==> config.mk <==
export PLATFORM = sky130hd
export DESIGN_NAME = seq_det_scan
export DESIGN_NICKNAME = d
export VERILOG_FILES = /design/src/rtl/seq_det_pkg.sv /design/src/rtl/seq_win_cmp.sv /design/src/rtl/seq_det_scan.sv
export SDC_FILE = /design/constraint.sdc
export NUM_CORES = 1
export LEC_CHECK = 0
export ABC_AREA = 1
export ABC_CLOCK_PERIOD_IN_PS = 3000
export BUFFER_PORTS_ARGS = -buffer_cell sky130_fd_sc_hd__buf_4
export CAP_MARGIN = 25
export CORE_MARGIN = 8
export CORE_UTILIZATION = 45
export CTS_BUF_LIST = sky130_fd_sc_hd__clkbuf_8 sky130_fd_sc_hd__clkbuf_16
export DETAILED_ROUTE_END_ITERATION = 16
export GPL_TIMING_DRIVEN = 0
export PLACE_DENSITY = 0.64
export SYNTH_ARGS = -nofsm -noshare
export SYNTH_HDL_FRONTEND = slang
export SYNTH_HIERARCHICAL = 1
export SYNTH_SLANG_ARGS = --single-unit
==> constraint.sdc <==
create_clock -name clk -period 3 [get_ports clk]
set_input_delay 0.6 -clock clk [delete_from_list [all_inputs] [get_ports clk]]
set_output_delay 0.6 -clock clk [all_outputs]
set_load 0.02 [all_outputs]
==> src/rtl/seq_det_pkg.sv <==
// seq_det_pkg: shared FSM state encoding and the constant helpers used to size the detector's counters
package seq_det_pkg;
  typedef enum logic [1:0] {ST_IDLE = 2'd0, ST_SCAN = 2'd1, ST_DONE = 2'd2} state_t;
  function automatic int clog2(input int v);
    int r;
    for (r = 0; (1 << r) < v; r++) begin
    end
    return r;
  endfunction
  function automatic int max2(input int a, input int b);
    return a > b ? a : b;
  endfunction
endpackage

==> src/rtl/seq_win_cmp.sv <==
// seq_win_cmp: selects window pos (MSB end is 0) of din and flags equality with pat; in din pat pos, out hit
module seq_win_cmp #(
  parameter int DATA_W = 4,
  parameter int PAT_W = 2,
  parameter int IDX_W = 2
) (
  input  logic [DATA_W-1:0] din,
  input  logic [PAT_W-1:0]  pat,
  input  logic [IDX_W-1:0]  pos,
  output logic              hit
);
  localparam int NWIN = DATA_W - PAT_W + 1;
  always_comb begin
    hit = 1'b0;
    for (int p = 0; p < NWIN; p++)
      if (pos == IDX_W'(p) && din[DATA_W-1-p -: PAT_W] == pat) hit = 1'b1;
  end
endmodule

==> src/rtl/seq_det_scan.sv <==
// seq_det_scan: counts pattern occurrences in a word, one window per clk; in clk rst_n start mode pat din, out busy done found match_cnt first_pos
module seq_det_scan
  import seq_det_pkg::*;
#(
  parameter int DATA_W = 4,
  parameter int PAT_W = 2,
  localparam int NWIN = DATA_W - PAT_W + 1,
  localparam int CNT_W = clog2(NWIN + 1),
  localparam int IDX_W = max2(1, clog2(NWIN))
) (
  input  logic              clk,
  input  logic              rst_n,
  input  logic              start,
  input  logic              mode,
  input  logic [PAT_W-1:0]  pat,
  input  logic [DATA_W-1:0] din,
  output logic              busy,
  output logic              done,
  output logic              found,
  output logic [CNT_W-1:0]  match_cnt,
  output logic [IDX_W-1:0]  first_pos
);
  state_t state, state_n;
  logic [DATA_W-1:0] din_q;
  logic [PAT_W-1:0] pat_q;
  logic mode_q, hit, last;
  logic [IDX_W-1:0] pos, first_acc, first_n;
  logic [CNT_W-1:0] cnt_acc, cnt_n;
  logic [31:0] nxt;
  if (PAT_W < 1 || DATA_W < PAT_W) begin : g_bad
    $error("seq_det_scan: requires DATA_W >= PAT_W >= 1");
  end
  seq_win_cmp #(.DATA_W(DATA_W), .PAT_W(PAT_W), .IDX_W(IDX_W)) u_cmp (
    .din(din_q),
    .pat(pat_q),
    .pos(pos),
    .hit(hit)
  );
  // next position is evaluated in 32 bits so a jump past the last window cannot wrap
  always_comb begin
    nxt = 32'(pos) + ((mode_q && hit) ? 32'(PAT_W) : 32'd1);
    last = nxt > 32'(NWIN - 1);
    cnt_n = cnt_acc + CNT_W'(hit);
    first_n = (hit && cnt_acc == '0) ? pos : first_acc;
    state_n = state == ST_IDLE ? (start ? ST_SCAN : ST_IDLE)
            : state == ST_SCAN ? (last ? ST_DONE : ST_SCAN) : ST_IDLE;
  end
  assign busy = state == ST_SCAN;
  assign done = state == ST_DONE;
  always_ff @(posedge clk)
    state <= rst_n ? state_n : ST_IDLE;
  // results are captured on the edge into DONE so they are valid with the done pulse
  always_ff @(posedge clk)
    if (!rst_n) begin
      match_cnt <= '0;
      found <= 1'b0;
      first_pos <= '0;
      pos <= '0;
      cnt_acc <= '0;
      first_acc <= '0;
    end else if (state == ST_IDLE && start) begin
      din_q <= din;
      pat_q <= pat;
      mode_q <= mode;
      pos <= '0;
      cnt_acc <= '0;
      first_acc <= '0;
    end else if (state == ST_SCAN) begin
      pos <= nxt[IDX_W-1:0];
      cnt_acc <= cnt_n;
      first_acc <= first_n;
      if (last) begin
        match_cnt <= cnt_n;
        found <= cnt_n != '0;
        first_pos <= first_n;
      end
    end
endmodule
# Word-level counts from Yosys, hierarchy flattened
# Index checks and enable logic that the tools add are counted.
[op_classes] n_eq_ne=7 bitwise_logic=2 add_sub_neg=2 n_reduce_logical=13 shift=0 n_mux=9 mul=0 n_lt_le_gt_ge=1 div=0
[op_table] operator="$mux 2" count=5
[op_table] operator="$eq 2x2->1" count=3
[op_table] operator="$logic_and 1x1->1" count=6
[op_table] operator="$logic_not 2->1" count=3
[op_table] operator="$eq 2x1->1 const B" count=2
[op_table] operator="$eq 2x2->1 const B" count=2
[op_table] operator="$mux 1" count=4
[op_table] operator="$add 2x2->3" count=1
[op_table] operator="$gt 3x2->1 const B" count=1
[op_table] operator="$reduce_and 3->1" count=1
[op_table] operator="$add 2x1->2" count=1
[op_table] operator="$not 1->1" count=2
[op_table] operator="$reduce_and 2->1" count=1
[op_table] operator="$reduce_bool 2->1" count=1
[op_table] operator="$reduce_or 2->1" count=1
[word_totals] ff_bits=20 latch_bits=0 inputBits=10 mem_bits_ro=0 out_inout_bits=7 memories=0 ramBits=0

# Longest topological paths before layout
[logic_depth] word_depth=12 mapped_depth=15

# Cells and area by module
# Netlist, hierarchy kept.
[modules_own_cells] module="seq_det_scan" cells_each=98 n_inst=1 area_per_inst_um2=863.3
[modules_own_cells] module="seq_win_cmp" cells_each=29 n_inst=1 area_per_inst_um2=136.4

# Least setup slack after synthesis
# OpenSTA, ideal clock, no wires.
[synth_path] path_kind="reg2reg" startpoint="register pat_q[1]" endpoint="register first_pos[0]" path_buffers=0 required_time_ps=2891 path_stages_with_launch=13 t_arrival_ps=1978 path_slack_ps=913 synth_period_minus_slack_ps=2087 setup_ps=109 cell_sequence="edfxtp_1 > xnor2_1 > nand3_2 > nand3_2 > nand2_1 > ha_1 > fa_1 > nand2_1 > nand2_1 > nand3_1 > nand2_1 > nand2_1 > inv_1"
[synth_between] elab_chain_cells=10
[synth_lines] item="start: declaration" line="seq_det_scan.sv:25" text="logic [PAT_W-1:0] pat_q;"
[synth_lines] item="start signal: assignment" line="seq_det_scan.sv:63" text="pat_q <= pat;"
[synth_lines] item="$eq 2x2->1" line="seq_win_cmp.sv:16" text="if (pos == IDX_W'(p) && din[DATA_W-1-p -: PAT_W] == pat) hit = 1'b1;"
[synth_lines] item="$logic_and 1x1->1" line="seq_win_cmp.sv:16"
[synth_lines] item="$mux 1 (2 in a row)" line="seq_win_cmp.sv:16"
[synth_lines] item="$mux 1 *" line="seq_win_cmp.sv:16"
[synth_lines] item="via hit" line="seq_det_scan.sv:26" text="logic mode_q, hit, last;"
[synth_lines] item="$logic_and 1x1->1 *" line="seq_det_scan.sv:41" text="nxt = 32'(pos) + ((mode_q && hit) ? 32'(PAT_W) : 32'd1);"
[synth_lines] item="$mux 2 *" line="seq_det_scan.sv:41"
[synth_lines] item="$add 2x2->3 *" line="seq_det_scan.sv:41"
[synth_lines] item="via nxt[1]" line="seq_det_scan.sv:29" text="logic [31:0] nxt;"
[synth_lines] item="$gt 3x2->1 *" line="seq_det_scan.sv:42" text="last = nxt > 32'(NWIN - 1);"
[synth_lines] item="$reduce_and 3->1 (no line) *"
[synth_lines] item="end signal: assignment" line="seq_det_scan.sv:75" text="first_pos <= first_n;"
[synth_lines] item="end: declaration" line="seq_det_scan.sv:21" text="output logic [IDX_W-1:0] first_pos"
# Mark *: on every way through the listed nets, which the timed path passes. The rest lies on a longest branch.
# A chain may end at the register's enable or synchronous reset.

# Worst setup path after layout
# Ends and elaborated chain as after synthesis.

==> flow_summary.toml <==
[status]
status = "completed"

[setup_path]
path_class = "flop to flop"
crit_chain = "xnor2_1 > nand3_2 > nand3_2 > nand2_1 > ha_1 > fa_1 > nand2_1 > a21oi_2 > nand3_1 > nand2_1 > inv_1"
crit_family = "adder cells"
critPathLaunchType = "flop"
cp-end-kind = "flop"
worstPathRequired_ns = 3.16
arrival_ns = 2.53
startpoint = "pat_q[1]"
slowest_delay_ns = 0.50
slowest_stage = "fa_1"
worst-path-max-fanout = 5
r2r_start = "pat_q[1]"
critPathMostFrequentCell = "nand2_1"
critPathBufInv = 1

[timing]
layout_min_cycle_time_ns = 2.371
hold_viol = 0
rsz0062_at_grt = "no"
relSlewSlack_pct = 62.91
tightest_slew_ns = 0.5543
slew_violations = 0
period_share_pct = 79.03
clock_skew_ns = 0.002665
finalSetupViolCount = 0
final.setup.tns_ns = 0
max_freq_mhz = 421.8
holdWs_ns = 0.4711

[cts]
clock_sinks = 20
cts_setup_buffers = 0
ctsResizeCount = 0
clock_path_buffers = 2
cts_hold_buf = 0
root_buffer = "clkbuf_8"
cts_tree = "yes"
numCtsBuffers = 3
clock_latency_ns = 0.25
path_clk_slew_ns = 0.07
h-tree-depth = 1

[detailed_routing]
drt_first_iter_violations = 12
ant_nets = 0
highest_layer = "met4"
drc = 0
routed_via_density = 4.503
vias = 788
wire_per_inst_microns = 10.73
route.met2.wl_microns = 827
wl_met1_microns = 983
first_pass_iters = 4
wl_met3_microns = 43
wl_mm = 1.878

[floorplan]
die_w_microns = 63.14
core_area_sq_um = 2148
fp-row-count = 17
die_height_microns = 63.14
initial_utilization_pct = 46.53
ios = 17
die_area_sq_um = 3986

[flow_run]
cap_violations = 0

[global_routing]
antenna_found_initial = 0
track_usage_pct = 9.813
grt_pass1_wl_mm = 3.222
overflow = 0
grt_max_degree = 13
grt_pass1_vias = 774

[logic_synthesis]
synth_largest_area_cell = "dfxtp_1"
synth-edff-count = 7
synth.most_common_cell = "nand2_1"
synthesis.area_sq_um = 999.7
yosysWarnings = 6
synth_cell_types = 19
yosys-top-cells-area = "dfxtp_1 26%, edfxtp_1 21%, nand2_1 17%, inv_1 6.4%, a21oi_1 4.5%"
synth-seq-cells = 20
synth-async-reset-ratio_pct = 0
synth-seq-area-share_pct = 47.06
syn_inst = 127
syn_avg_cell_area_sq_um = 7.872
synth_flop_cell = "dfxtp_1"
synthDominantCellAreaShare_pct = 26.03
synth_fp_nets = 140
synth_common_cells = "44 x nand2_1, 17 x inv_1, 13 x dfxtp_1"

[hold_path]
min_from = "match_cnt[0]"
holdCritPathClass = "flop to flop"

[placed_design]
hpwlAfterDp_mm = 1.480
port_buffers = 16
gp_congestion = 0.8207

[cells_and_area]
diodes = 0
drive_gt1_share_pct = 23.81
layout-area-overhead-vs-synth_pct = 22.65
nNetsFinal = 161
fillers = 223

[power]
p_leak_nw = 0.5684
powerDensity_nw_per_um2 = 555.7
worst_ir_drop_vdd_v = 0.0004152
[final cells by class]
| type | instances | area [sq um] | area share [%] |
|---|---|---|---|
| multi-input combinational | 87 | 444.2 | 36.22 |
| clock buffer | 3 | 41.29 | 3.367 |
| timing repair buffer | 16 | 120.1 | 9.796 |
| buffer | 1 | 11.26 | 0.9184 |
| sequential | 20 | 470.5 | 38.37 |
| inverter | 19 | 73.82 | 6.020 |
| tap | 28 | 35.03 | 2.857 |
| clock inverter | 1 | 30.03 | 2.449 |
[flip-flops by register name, indices dropped and copies added (netlist names)]
register   cells
first_pos      2
din_q          4
pat_q          2
first_acc      2
state          2
match_cnt      2
mode_q         1
cnt_acc        2
pos            2
found          1
[through the flow]
stage / total power, W / instance area, sq um / instances / util (%) / setup WS (ns)
after CTS: 0.0006893 / 1226 / 175 / 57.08 / 0.6283
after floorplan: 0.0003919 / 999.7 / 127 / - / 0.9132
after detailed placement: 0.0004261 / 1155 / 171 / 53.76 / 0.6627
after global routing: 0.0007117 / 1226 / 175 / 57.08 / 0.4507
final: 0.0006813 / 1226 / 175 / 57.08 / 0.6290
after global placement: 0.0004238 / 1155 / 171 / 53.76 / 0.6897
[power by group]
group	total, W	internal [W]	switching (W)
Clock	0.000262	0.000178	0.0000845
Sequential	0.000307	0.000296	0.0000109
Combinational	0.000112	0.0000450	0.0000674
Total	0.000681	0.000519	0.000163
[cells by family (layout without fill, tap and decap cells)]
group	count (synthesis)	count (layout)	share of synthesized area, %
and+or+nand+nor	72	72	32.79
DFF	20	20	47.06
buffers and inverters	20	40	8.510
AOI/OAI and AO/OA	11	11	6.258
adders and majority gates	3	3	4.505
xor gates and xnor gates	1	1	0.8763
[worst paths after layout]
kind	endpoint	slack, ns	cells after the start
max	first_pos[0]	0.63	11
min reg2reg	match_cnt[0]	0.47	2
min	match_cnt[0]	0.47	2
max reg2reg	first_pos[0]	0.63	11
[per-layer routing]
metal / up-vias / GRT usage, %
met5: - / 0
met4: 0 / 5.983
met3: 4 / 2.297
met2: 12 / 15.49
met1: 340 / 11.76
li1: 432 / -
[cell usage in the layout, fill, tap and decap left out, types with 2 or more instances in the layout]
master    netlist  layout
nand3_2         4       4
ha_1            2       2
nor2_2          4       4
a21oi_2         2       2
clkbuf_8        0       3
inv_1          17      17
nor2_1          9       9
buf_4           0      16
edfxtp_1        7       7
nand2_1        44      44
nand3_1         8       8
dfxtp_1        13      13
a21oi_1         9       9
[worst reg2reg max path, cell delays in order (launching register included)]
cell and delay (ns):
edfxtp_1 0.47, xnor2_1 0.20, nand3_2 0.09, nand3_2 0.11, nand2_1 0.09, ha_1 0.19, fa_1 0.50, nand2_1 0.12
a21oi_2 0.25, nand3_1 0.14, nand2_1 0.08, inv_1 0.03
(Power assumes the default switching activity.)
